--- src/rtl/edge_event_tx.sv ---
// edge_event_tx: transmit end of the single-wire toggle event link.
// One-cycle event pulses on evt_in are queued in a saturating pending
// counter; each pending event is launched as exactly one transition on
// sig_a, with at least HOLD_CYC+1 clocks between transitions so the
// receiver's synchronizer plus any-edge detector fires once per event.
//
// Ports:
//   clk      in   system clock, rising edge
//   rst      in   asynchronous active-high reset
//   evt_in   in   event request, each high cycle is one event
//   ovf_clr  in   clears the sticky overflow flag
//   sig_a    out  registered toggle line to the receiver
//   busy     out  HOLD in progress or events still pending
//   pend_cnt out  events accepted but not yet launched
//   ovf      out  sticky flag, an event was dropped
//
// HOLD_CYC must be >= 2.
module edge_event_tx #(
  parameter int unsigned HOLD_CYC = 3,
  parameter int unsigned CNT_W    = 4,
  parameter logic        INIT_LVL = 1'b0
) (
  input  logic             clk,
  input  logic             rst,
  input  logic             evt_in,
  input  logic             ovf_clr,
  output logic             sig_a,
  output logic             busy,
  output logic [CNT_W-1:0] pend_cnt,
  output logic             ovf
);

  localparam int unsigned HC_W = $clog2(HOLD_CYC);

  typedef enum logic {
    IDLE = 1'b0,
    HOLD = 1'b1
  } state_e;

  state_e           state_q, state_d;
  logic [HC_W-1:0]  hold_q, hold_d;
  logic [CNT_W-1:0] pend_q, pend_d;
  logic             sig_a_q, sig_a_d;
  logic             ovf_q, ovf_d;

  logic launch;
  logic full;
  logic accept;
  logic drop;

  always_comb begin
    launch = (state_q == IDLE) && (pend_q != '0);
    full   = (pend_q == '1);
    // A launch in the same cycle frees a slot, so a full counter still accepts.
    accept = evt_in && (!full || launch);
    drop   = evt_in && full && !launch;
  end

  always_comb begin
    state_d = state_q;
    hold_d  = hold_q;
    sig_a_d = sig_a_q;
    case (state_q)
      IDLE: begin
        if (launch) begin
          sig_a_d = ~sig_a_q;
          state_d = HOLD;
          hold_d  = HC_W'(HOLD_CYC - 1);
        end
      end
      HOLD: begin
        if (hold_q == '0) begin
          state_d = IDLE;
        end else begin
          hold_d = hold_q - HC_W'(1);
        end
      end
      default: state_d = IDLE;
    endcase
  end

  always_comb begin
    pend_d = pend_q;
    if (accept && !launch) begin
      pend_d = pend_q + CNT_W'(1);
    end else if (launch && !accept) begin
      pend_d = pend_q - CNT_W'(1);
    end
  end

  always_comb begin
    ovf_d = ovf_q;
    if (ovf_clr) begin
      ovf_d = 1'b0;
    end
    // A new drop in the same cycle as a clear keeps the flag set.
    if (drop) begin
      ovf_d = 1'b1;
    end
  end

  always_ff @(posedge clk or posedge rst) begin
    if (rst) begin
      state_q <= IDLE;
      hold_q  <= '0;
      pend_q  <= '0;
      sig_a_q <= INIT_LVL;
      ovf_q   <= 1'b0;
    end else begin
      state_q <= state_d;
      hold_q  <= hold_d;
      pend_q  <= pend_d;
      sig_a_q <= sig_a_d;
      ovf_q   <= ovf_d;
    end
  end

  assign sig_a    = sig_a_q;
  assign pend_cnt = pend_q;
  assign ovf      = ovf_q;
  assign busy     = (state_q == HOLD) || (pend_q != '0);

endmodule
--- config.mk ---
export PLATFORM = sky130hd
export DESIGN_NAME = edge_event_tx
export DESIGN_NICKNAME = d
export VERILOG_FILES = /design/src/rtl/edge_event_tx.sv
export SDC_FILE = /design/constraint.sdc
export NUM_CORES = 1
export LEC_CHECK = 0
export ABC_AREA = 1
export BUFFER_PORTS_ARGS = -buffer_cell sky130_fd_sc_hd__buf_2
export CAP_MARGIN = 15
export CORE_AREA = 3 3 40 42
export CTS_BUF_LIST = sky130_fd_sc_hd__clkbuf_4 sky130_fd_sc_hd__clkbuf_8
export DETAILED_ROUTE_END_ITERATION = 16
export DIE_AREA = 0 0 43 45
export GPL_TIMING_DRIVEN = 0
export SYNTH_ARGS = -nofsm -noshare
export SYNTH_HDL_FRONTEND = slang
export SYNTH_SLANG_ARGS = --single-unit
--- constraint.sdc ---
create_clock -name clk -period 3.1 [get_ports clk]
set_input_delay 0.62 -clock clk [delete_from_list [all_inputs] [get_ports clk]]
set_output_delay 0.62 -clock clk [all_outputs]
set_load 0.1 [all_outputs]
==> flow_metrics.env <==
export IMPL_synthToLayoutAreaGrowth_pct=17.6
export IMPL_min_period_ps=2110
export IMPL_synth_most_common_cell="nand2_1"
export IMPL_cts_resized_gates=0
export IMPL_antenna_found_initial=0
export IMPL_r2r_cells=11
export IMPL_dieArea_um2=1940
export IMPL_rsz0062_at_grt="false"
export IMPL_multi_input_area_um2=289
export IMPL_async_flop_share_pct=100
export IMPL_syn_inst=68
export IMPL_synth_enable_flop_cells=0
export IMPL_max_slew_margin_pct=68.0
export IMPL_finalCritPeriodShare_pct=68.2
export IMPL_critPathLaunchType="register"
export IMPL_cap_violations=0
export IMPL_hold_buffers=0
export IMPL_place_congestion=0.692
export IMPL_required_ps=3250
export IMPL_drc=0
export IMPL_clockRootBuffer="clkbuf_4"
export IMPL_cts_sinks=9
export IMPL_port_buffers=10
export IMPL_syn_cell_area_um2=563
export IMPL_grt_overflow_total=0
export IMPL_wire_per_inst_um=9.88
export IMPL_synth_warnings=0
export IMPL_grt_pass1_vias=418
export IMPL_synth_common_cells="nand2_1 (18), inv_1 (13), dfrtp_1 (9), nand3_1 (6), ha_1 (4)"
export IMPL_drive_gt1_share_pct=25.6
export IMPL_cp_end_kind="register"
export IMPL_viasPerCell=4.55
export IMPL_grt_first_pass_wirelength_um=1770
export IMPL_layout_nets=92
export IMPL_die_h_um=45
export IMPL_cp_max_fo=7
export IMPL_clock_path_buffers=2
export IMPL_wl_um=958
export IMPL_die_x_um=43
export IMPL_fin_worst_skew_ps=2.34
export IMPL_drv_slew=0
export IMPL_avgSynthCellArea_um2=8.28
export IMPL_post_cts_buffers=0
export IMPL_grtUsageTotal_pct=12.8
export IMPL_yosysUniqueCellTypes=18
export IMPL_detail_route_antenna_nets=0
export IMPL_setup_tns_ps=0
export IMPL_firstDrtPassIters=4
export IMPL_status="finished clean"
export IMPL_core_area_um2=1280
export IMPL_io_pins=11
export IMPL_vias=441
export IMPL_yosys_area_top_type_share_pct=40.0
export IMPL_nFillCells=129
export IMPL_worstMarginPinSlew_ps=484
export IMPL_hold_viol=0
export IMPL_yosys_top_cells_area="dfrtp_1 (40%), nand2_1 (12%), ha_1 (8.9%)"
export IMPL_cp_arrival_ps=2260
export IMPL_hpwl_um=745
export IMPL_ctsHtreeMaxLevel=1
export IMPL_cts_tree="built"
export IMPL_num_antenna_cells=0
export IMPL_drtIter0Drc=9
export IMPL_clock_latency_ps=260
export IMPL_setup_worst_path_class="reg -> reg"
export IMPL_setup_viol=0
export IMPL_clk_pin_slew_worst_paths_ps=60
export IMPL_regArea_um2=225
export IMPL_syn_nets=77
export IMPL_fmax_ghz=0.473
export IMPL_grt_max_degree=10
export IMPL_numCtsBuffers=3
export IMPL_ys_flop_type="dfrtp_1"
export IMPL_ys_ff_latch=9
export IMPL_synth_top_area_cell="dfrtp_1"
export IMPL_rows=13
export IMPL_initial_core_util_pct=43.8
export IMPL_synth_seq_area_share_pct=40.0
export IMPL_hp_class="in -> async"
routing by layer:
layer | vias to the layer above | global-route usage, % | part of all wire [%]
met4 | 0 | 7.23 | 0.94
met1 | 190 | 16.2 | 53
met2 | 9 | 19.8 | 41
met3 | 2 | 3.59 | 5.5
li1 | 240 | - | -
met5 | - | 0 | 0
cell usage in the layout, fill, tap and decap left out:
cell | Yosys | layout
nand3_2 | 1 | 1
nor3_2 | 1 | 1
inv_1 | 13 | 13
o21ai_0 | 2 | 2
o21ai_1 | 1 | 1
nand2_4 | 2 | 2
nor2_2 | 1 | 1
dfrtp_1 | 9 | 9
ha_1 | 4 | 4
nand3_1 | 6 | 6
a21oi_1 | 1 | 1
nand2_2 | 1 | 1
clkbuf_4 | 0 | 4
nor2_1 | 2 | 2
nand2_1 | 18 | 18
fa_1 | 1 | 1
or2_2 | 1 | 1
nand4_1 | 1 | 1
buf_2 | 0 | 10
xnor2_1 | 3 | 3
registers in the layout, summed over array words and instances (netlist names):
| signal | cells |
|---|---|
| hold_q | 2 |
| pend_cnt | 4 |
| state_q | 1 |
| ovf | 1 |
| sig_a | 1 |
worst paths after layout:
kind	to	startpoint	slack, ps
setup / recovery	pend_cnt[3]$_DFFE_PP0P_	pend_cnt[0]$_DFFE_PP0P_	990
hold reg to reg	sig_a$_DFFE_PP0P_	sig_a$_DFFE_PP0P_	470
max in group asynchronous	hold_q[1]$_DFFE_PP0P_	rst	2530
hold / removal	pend_cnt[3]$_DFFE_PP0P_	rst	320
min in group clk	sig_a$_DFFE_PP0P_	sig_a$_DFFE_PP0P_	470
setup reg to reg	pend_cnt[3]$_DFFE_PP0P_	pend_cnt[0]$_DFFE_PP0P_	990
layout make-up:
class	instances	share of cell area, %
multi-input cells	46	43.7
flip-flops and latches	9	34.0
repair buffers	10	7.56
inverters	13	7.37
clock buffers	4	4.54
well taps	15	2.84
cells by family after synthesis:
logic type	Yosys count	synth area share (%)
simple gates	34	30.7
compound gates	4	3.55
xor+xnor	3	4.67
buf+inv	13	8.67
fa+ha+maj	5	12.4
flops	9	40.0
critical path, stage by stage, from the launching register on:
cell	delay (ps)
dfrtp_1	510
nand3_1	130
nor3_2	160
nor2_1	60
ha_1	190
inv_1	140
ha_1	300
or2_2	290
nand2_1	70
nand2_1	50
nand3_1	70
nand2_1	50
stage by stage:
| stage | util, % | std cells | setup WS [ps] | hold slack, ps | instance area (um2) |
|---|---|---|---|---|---|
| floorplan | - | 68 | 449 | 448 | 563 |
| global placement | 49.2 | 93 | 1000 | 457 | 632 |
| detailed placement | 49.2 | 93 | 974 | 461 | 632 |
| CTS | 51.5 | 97 | 961 | 324 | 662 |
| global route | 51.5 | 97 | 784 | 332 | 662 |
| finish | 51.5 | 97 | 987 | 316 | 662 |
Power is left out: the tool's default activity adds up to more than one toggle a clock period on the data nets, which glitch-free logic cannot reach.
